==> src/rtl/writeback_pkg.sv <==
// Shared sizing, state encoding and lane-index helper for the writeback stage.
package writeback_pkg;

   localparam int DATA_W = 24;
   localparam int LANES  = 6;
   localparam int VEC_W  = DATA_W * LANES;
   localparam int REG_AW = 4;
   localparam int CNT_W  = $clog2(LANES);

   localparam logic [CNT_W-1:0] LAST_LANE = CNT_W'(LANES - 1);

   typedef enum logic [1:0] {
      WB_IDLE    = 2'd0,
      WB_COLLECT = 2'd1,
      WB_COMMIT  = 2'd2
   } wb_state_t;

   // Advance a lane index, wrapping after the last lane.
   function automatic logic [CNT_W-1:0] lane_inc(input logic [CNT_W-1:0] idx);
      logic [CNT_W-1:0] nxt;
      if (idx == LAST_LANE) begin
         nxt = {CNT_W{1'b0}};
      end else begin
         nxt = idx + CNT_W'(1);
      end
      return nxt;
   endfunction

endpackage

==> src/rtl/writeback_unit_lanes.sv <==
// Collects serial vector-load beats into a lane buffer; last_beat marks that the
// next captured beat completes the vector.
module vector_lane_assembler
   import writeback_pkg::*;
(
   input  logic              clk,
   input  logic              rst,
   input  logic              clear,
   input  logic              capture,
   input  logic [DATA_W-1:0] beat,
   output logic [VEC_W-1:0]  lanes,
   output logic              last_beat
);

   logic [DATA_W-1:0] lane_r [LANES];
   logic [CNT_W-1:0]  ptr_r;
   logic [CNT_W-1:0]  count_r;

   // Lane storage, write pointer and beat count
   always_ff @(posedge clk or negedge rst) begin
      if (!rst) begin
         for (int i = 0; i < LANES; i++) begin
            lane_r[i] <= {DATA_W{1'b0}};
         end
         ptr_r   <= {CNT_W{1'b0}};
         count_r <= {CNT_W{1'b0}};
      end else if (clear) begin
         for (int i = 0; i < LANES; i++) begin
            lane_r[i] <= {DATA_W{1'b0}};
         end
         ptr_r   <= {CNT_W{1'b0}};
         count_r <= {CNT_W{1'b0}};
      end else if (capture) begin
         for (int i = 0; i < LANES; i++) begin
            if (ptr_r == CNT_W'(i)) begin
               lane_r[i] <= beat;
            end
         end
         ptr_r   <= lane_inc(ptr_r);
         count_r <= count_r + CNT_W'(1);
      end
   end

   assign last_beat = (count_r == LAST_LANE);

   for (genvar g = 0; g < LANES; g++) begin : g_flat
      assign lanes[g*DATA_W +: DATA_W] = lane_r[g];
   end

endmodule

==> src/rtl/writeback_unit.sv <==
// Final pipeline stage: drives the register-file write ports for scalar and vector
// results and serialises vector loads into a single wide write.
module writeback_unit
   import writeback_pkg::*;
(
   input  logic              clk,
   input  logic              rst,
   input  logic              rstTotal,
   input  logic              en,
   input  logic              in_valid,
   input  logic              regWrite,
   input  logic              regWriteV,
   input  logic              memToReg,
   input  logic [REG_AW-1:0] Rc,
   input  logic [DATA_W-1:0] aluResult,
   input  logic [VEC_W-1:0]  aluResultV,
   input  logic [DATA_W-1:0] memData,
   input  logic              memDataValid,
   output logic              WE1,
   output logic              WE2,
   output logic [REG_AW-1:0] Rd,
   output logic [DATA_W-1:0] WD1,
   output logic [VEC_W-1:0]  WD2,
   output logic              stall,
   output logic              err
);

   wb_state_t state_r;
   wb_state_t state_nxt_s;

   logic              accept_s;
   logic              accept_vload_s;
   logic              capture_s;
   logic              clear_s;
   logic              last_beat_s;
   logic [VEC_W-1:0]  lanes_s;

   logic              we1_r,   we1_nxt_s;
   logic              we2_r,   we2_nxt_s;
   logic [REG_AW-1:0] rd_r,    rd_nxt_s;
   logic [DATA_W-1:0] wd1_r,   wd1_nxt_s;
   logic [VEC_W-1:0]  wd2_r,   wd2_nxt_s;
   logic              stall_r, stall_nxt_s;
   logic              err_r,   err_nxt_s;
   logic [REG_AW-1:0] rc_hold_r, rc_hold_nxt_s;

   assign accept_s       = in_valid & en & ~rstTotal & (state_r == WB_IDLE);
   assign accept_vload_s = accept_s & regWriteV & memToReg;
   assign capture_s      = memDataValid & en & ~rstTotal & (state_r == WB_COLLECT);
   assign clear_s        = rstTotal | accept_vload_s;

   vector_lane_assembler u_lanes (
      .clk       (clk),
      .rst       (rst),
      .clear     (clear_s),
      .capture   (capture_s),
      .beat      (memData),
      .lanes     (lanes_s),
      .last_beat (last_beat_s)
   );

   // FSM state register
   always_ff @(posedge clk or negedge rst) begin
      if (!rst) begin
         state_r <= WB_IDLE;
      end else begin
         state_r <= state_nxt_s;
      end
   end

   // FSM next-state logic; flush overrides everything, en=0 freezes
   always_comb begin
      state_nxt_s = state_r;
      if (rstTotal) begin
         state_nxt_s = WB_IDLE;
      end else if (!en) begin
         state_nxt_s = state_r;
      end else begin
         case (state_r)
            WB_IDLE: begin
               if (accept_vload_s) begin
                  state_nxt_s = WB_COLLECT;
               end else begin
                  state_nxt_s = WB_IDLE;
               end
            end
            WB_COLLECT: begin
               if (capture_s && last_beat_s) begin
                  state_nxt_s = WB_COMMIT;
               end else begin
                  state_nxt_s = WB_COLLECT;
               end
            end
            WB_COMMIT: state_nxt_s = WB_IDLE;
            default:   state_nxt_s = WB_IDLE;
         endcase
      end
   end

   // Next values for the registered outputs and the latched vector-load destination
   always_comb begin
      we1_nxt_s     = 1'b0;
      we2_nxt_s     = 1'b0;
      rd_nxt_s      = rd_r;
      wd1_nxt_s     = wd1_r;
      wd2_nxt_s     = wd2_r;
      stall_nxt_s   = stall_r;
      err_nxt_s     = err_r;
      rc_hold_nxt_s = rc_hold_r;
      if (rstTotal) begin
         stall_nxt_s = 1'b0;
         err_nxt_s   = 1'b0;
      end else if (!en) begin
         stall_nxt_s = stall_r;
      end else begin
         case (state_r)
            WB_IDLE: begin
               stall_nxt_s = accept_vload_s;
               // Both write requests at once: the vector path owns the shared Rd
               err_nxt_s   = accept_s & regWrite & regWriteV;
               if (accept_vload_s) begin
                  rc_hold_nxt_s = Rc;
               end else if (accept_s && regWriteV) begin
                  we2_nxt_s = 1'b1;
                  wd2_nxt_s = aluResultV;
                  rd_nxt_s  = Rc;
               end else if (accept_s && regWrite) begin
                  we1_nxt_s = 1'b1;
                  wd1_nxt_s = memToReg ? memData : aluResult;
                  rd_nxt_s  = Rc;
               end else begin
                  rd_nxt_s = rd_r;
               end
            end
            WB_COLLECT: begin
               stall_nxt_s = 1'b1;
               err_nxt_s   = 1'b0;
            end
            WB_COMMIT: begin
               we2_nxt_s   = 1'b1;
               wd2_nxt_s   = lanes_s;
               rd_nxt_s    = rc_hold_r;
               stall_nxt_s = 1'b0;
               err_nxt_s   = 1'b0;
            end
            default: begin
               stall_nxt_s = 1'b0;
               err_nxt_s   = 1'b0;
            end
         endcase
      end
   end

   // Output registers
   always_ff @(posedge clk or negedge rst) begin
      if (!rst) begin
         we1_r     <= 1'b0;
         we2_r     <= 1'b0;
         rd_r      <= {REG_AW{1'b0}};
         wd1_r     <= {DATA_W{1'b0}};
         wd2_r     <= {VEC_W{1'b0}};
         stall_r   <= 1'b0;
         err_r     <= 1'b0;
         rc_hold_r <= {REG_AW{1'b0}};
      end else begin
         we1_r     <= we1_nxt_s;
         we2_r     <= we2_nxt_s;
         rd_r      <= rd_nxt_s;
         wd1_r     <= wd1_nxt_s;
         wd2_r     <= wd2_nxt_s;
         stall_r   <= stall_nxt_s;
         err_r     <= err_nxt_s;
         rc_hold_r <= rc_hold_nxt_s;
      end
   end

   assign WE1   = we1_r;
   assign WE2   = we2_r;
   assign Rd    = rd_r;
   assign WD1   = wd1_r;
   assign WD2   = wd2_r;
   assign stall = stall_r;
   assign err   = err_r;

endmodule

==> config.mk <==
export PLATFORM = sky130hd
export DESIGN_NAME = writeback_unit
export DESIGN_NICKNAME = d
export VERILOG_FILES = /design/src/rtl/writeback_pkg.sv /design/src/rtl/writeback_unit_lanes.sv /design/src/rtl/writeback_unit.sv
export SDC_FILE = /design/constraint.sdc
export NUM_CORES = 1
export LEC_CHECK = 0
export CAP_MARGIN = 30
export CORE_AREA = 2 2 144 202
export CTS_CLUSTER_DIAMETER = 50
export DETAILED_ROUTE_END_ITERATION = 6
export DIE_AREA = 0 0 146 204
export GPL_TIMING_DRIVEN = 1
export PLACE_DENSITY = 0.92
export SYNTH_ARGS = -nofsm -noshare
export SYNTH_HDL_FRONTEND = slang
export SYNTH_SLANG_ARGS = --single-unit
==> constraint.sdc <==
create_clock -name clk -period 4.1 [get_ports clk]
set_clock_uncertainty 0.1 [all_clocks]
set_input_delay 1.025 -clock clk [delete_from_list [all_inputs] [get_ports clk]]
set_output_delay 1.025 -clock clk [all_outputs]
set_load 0.005 [all_outputs]
==> impl_metrics.tcl <==
set metrics [dict create \
    synth.ff_latch_count 332 \
    areaGrowthSynthToFinish_pct 35.7 \
    io_buffers 380 \
    drv_slew 0 \
    clk_pin_slew_ns 0.06 \
    totalWireLength_um 48800 \
    ant_nets 0 \
    std_cell_rows 73 \
    cts.repair.resized 0 \
    grt_max_degree 122 \
    p_leak_uw 0.00853 \
    syn-num-nets 1631 \
    overflow 0 \
    route.detailed.drc 0 \
    worst_setup_path_end_kind "flip-flop" \
    hpwl_um 32800 \
    crit_fanout 25 \
    rsz0062_at_grt "no" \
    syn_area_per_cell_um2 10.3 \
    first_pass_iters 6 \
    gp_congestion 0.855 \
    startpoint "rstTotal" \
    finalCritPeriodShare_pct 69.2 \
    r2r_start "state_r[1]" \
    cts_buffers 35 \
    final_cell_mix "412 x nand2_1, 378 x clkdlybuf4s50_1, 332 x dfrtp_1, 194 x mux2i_1, 140 x o21ai_0" \
    hold_violations 0 \
    worst_slew_pin_slew_ns 0.997 \
    fillCellCount 1990 \
    min_period_ns 2.84 \
    cts_tree "done" \
    syn_inst 1423 \
    synth_area_um2 14600 \
    clock_path_buffers 3 \
    die_h_um 204 \
    dieArea_um2 29800 \
    wl_per_cell_um 22.4 \
    vias_per_cell 5.65 \
    layout_commonest_cell "nand2_1" \
    start_util_pct 52.0 \
    grt_antenna_before_repair 2 \
    yosysWarnings 0 \
    htree_num_levels 2 \
    final.setup.tns_ns 0 \
    pre_cts_ws_ns 0.729 \
    setup.worst_path.class "input pin to flip-flop" \
    hold_class "flip-flop to flip-flop" \
    startpoint_type "input pin" \
    root_buffer "clkbuf_16" \
    track_usage_pct 32.3 \
    layout-drive-gt1-share_pct 6.76 \
    yosysSeqAreaShare_pct 56.8 \
    cts_hold_buf 0 \
    nNetsFinal 1988 \
    worstPathArrival_ns 3.12 \
    grt_pass1_vias 12800 \
    setup_viol 0 \
    holdCritStartpoint "WD2[38]" \
    io_pins 381 \
    synth_edf_count 0 \
    status "finished clean" \
    vias 12300 \
    async_flop_share_pct 100 \
    grt_pass1_wl_um 73100 \
    coreArea_um2 28100 \
    die_w_um 146 \
    synth_ff_type "dfrtp_1" \
    cts_sinks 332 \
    drv_cap 0 \
    relSlewSlack_pct 33.5 \
    drtIter0Drc 1019 \
    worst_slack_ns 1.26 \
    fmax_ghz 0.352 \
    clk_latency_ns 0.52 \
    powerDensity_nw_per_um2 450 \
    ir_worst_vdd_mv 0.426 \
    cts_setup_buffers 0 \
    synth_cell_type_count 40 \
    worstPathRequired_ns 4.39 \
]
## state kept, by name (all words and copies together), names as in the netlist
name / count
Rd: 4
WD1: 24
WD2: 144
WE1: 1
WE2: 1
err: 1
rc_hold_r: 4
stall: 1
state_r: 2
u_lanes.count_r: 3
u_lanes.lanes: 144
u_lanes.ptr_r: 3
## layer usage
layer  GRT usage, %  vias up  part of all wire (%)
met5              0        -                 0.021
met2           55.5      622                    50
met4           20.9        2                   7.0
met1           36.9     6032                    35
met3           6.34      185                   7.0
li1               -     5481                     -
## cells in the mapped netlist, types with 2 or more instances
cell type	number	area, um2
clkbuf_1	23	86.3
nand4b_1	2	17.5
inv_1	5	18.8
ha_1	3	37.5
nand4_1	4	25.0
o21ai_0	140	701
clkbuf_4	9	67.6
o21ai_1	31	155
buf_2	25	125
nor2b_1	4	25.0
xor2_1	2	17.5
and4_1	3	26.3
buf_4	14	105
nor2_1	31	116
or2_2	2	12.5
nand2_1	412	1550
buf_6	31	349
nand2b_1	4	25.0
nand3_1	2	10.0
mux2i_1	194	1940
a21oi_1	121	606
mux2_2	10	113
dfrtp_1	332	8310
a21oi_2	2	17.5
mux2_1	2	22.5
## critical path, stage by stage
cell	delay, ns
clkdlybuf4s50_1	0.53
and4bb_1	0.62
nand3_4	0.52
mux2i_1	0.36
nor2_1	0.06
## power by group
part	total, uW	switching (uW)	internal (uW)	leakage, uW
Sequential	3870	228	3640	0.00441
Combinational	1600	664	941	0.00350
Clock	3460	1330	2130	0.000617
Total	8940	2220	6720	0.00853
## cell families after synthesis
family / share of synthesized area, %
DFF: 56.8
xor gates and xnor gates: 0.180
buffers and inverters: 5.14
muxes: 14.2
and+or+nand+nor: 13.1
adders and majority gates: 0.256
AOI/OAI and AO/OA: 10.4
## area by class of cell
type,count,area (um2),share of cell area (%)
Antenna cell,1,2.50,0.0126
Timing Repair Buffer,422,4220,21.2
Multi-Input combinational cell,984,5590,28.2
Clock buffer,47,1020,5.15
Inverter,5,18.8,0.0945
Sequential cell,332,8310,41.8
Tap cell,375,469,2.36
Clock inverter,14,230,1.16
## worst paths after layout
path	cells past startpoint	slack [ns]	end
max	5	1.26	u_lanes.lanes[31]
min	2	0.38	WD2[38]
max reg2reg	4	1.67	WD2[50]
min reg2reg	2	0.38	WD2[38]
max in group asynchronous	2	2.44	WD1[5]
min in group asynchronous	1	0.45	WD2[99]
## metrics by stage
stage,hold WS [ns],util (%),area (um2),std cells,total power [uW]
6_report,0.379,70.6,19900,2180,8940
5_1_grt,0.402,70.6,19900,2180,9240
4_1_cts,0.383,70.6,19900,2179,8970
3_5_place_dp,0.370,66.1,18600,2118,5510
3_3_place_gp,0.355,66.1,18600,2118,5410
2_1_floorplan,0.363,-,14600,1423,4270
No activity file was read; power rests on OpenSTA's default activity.
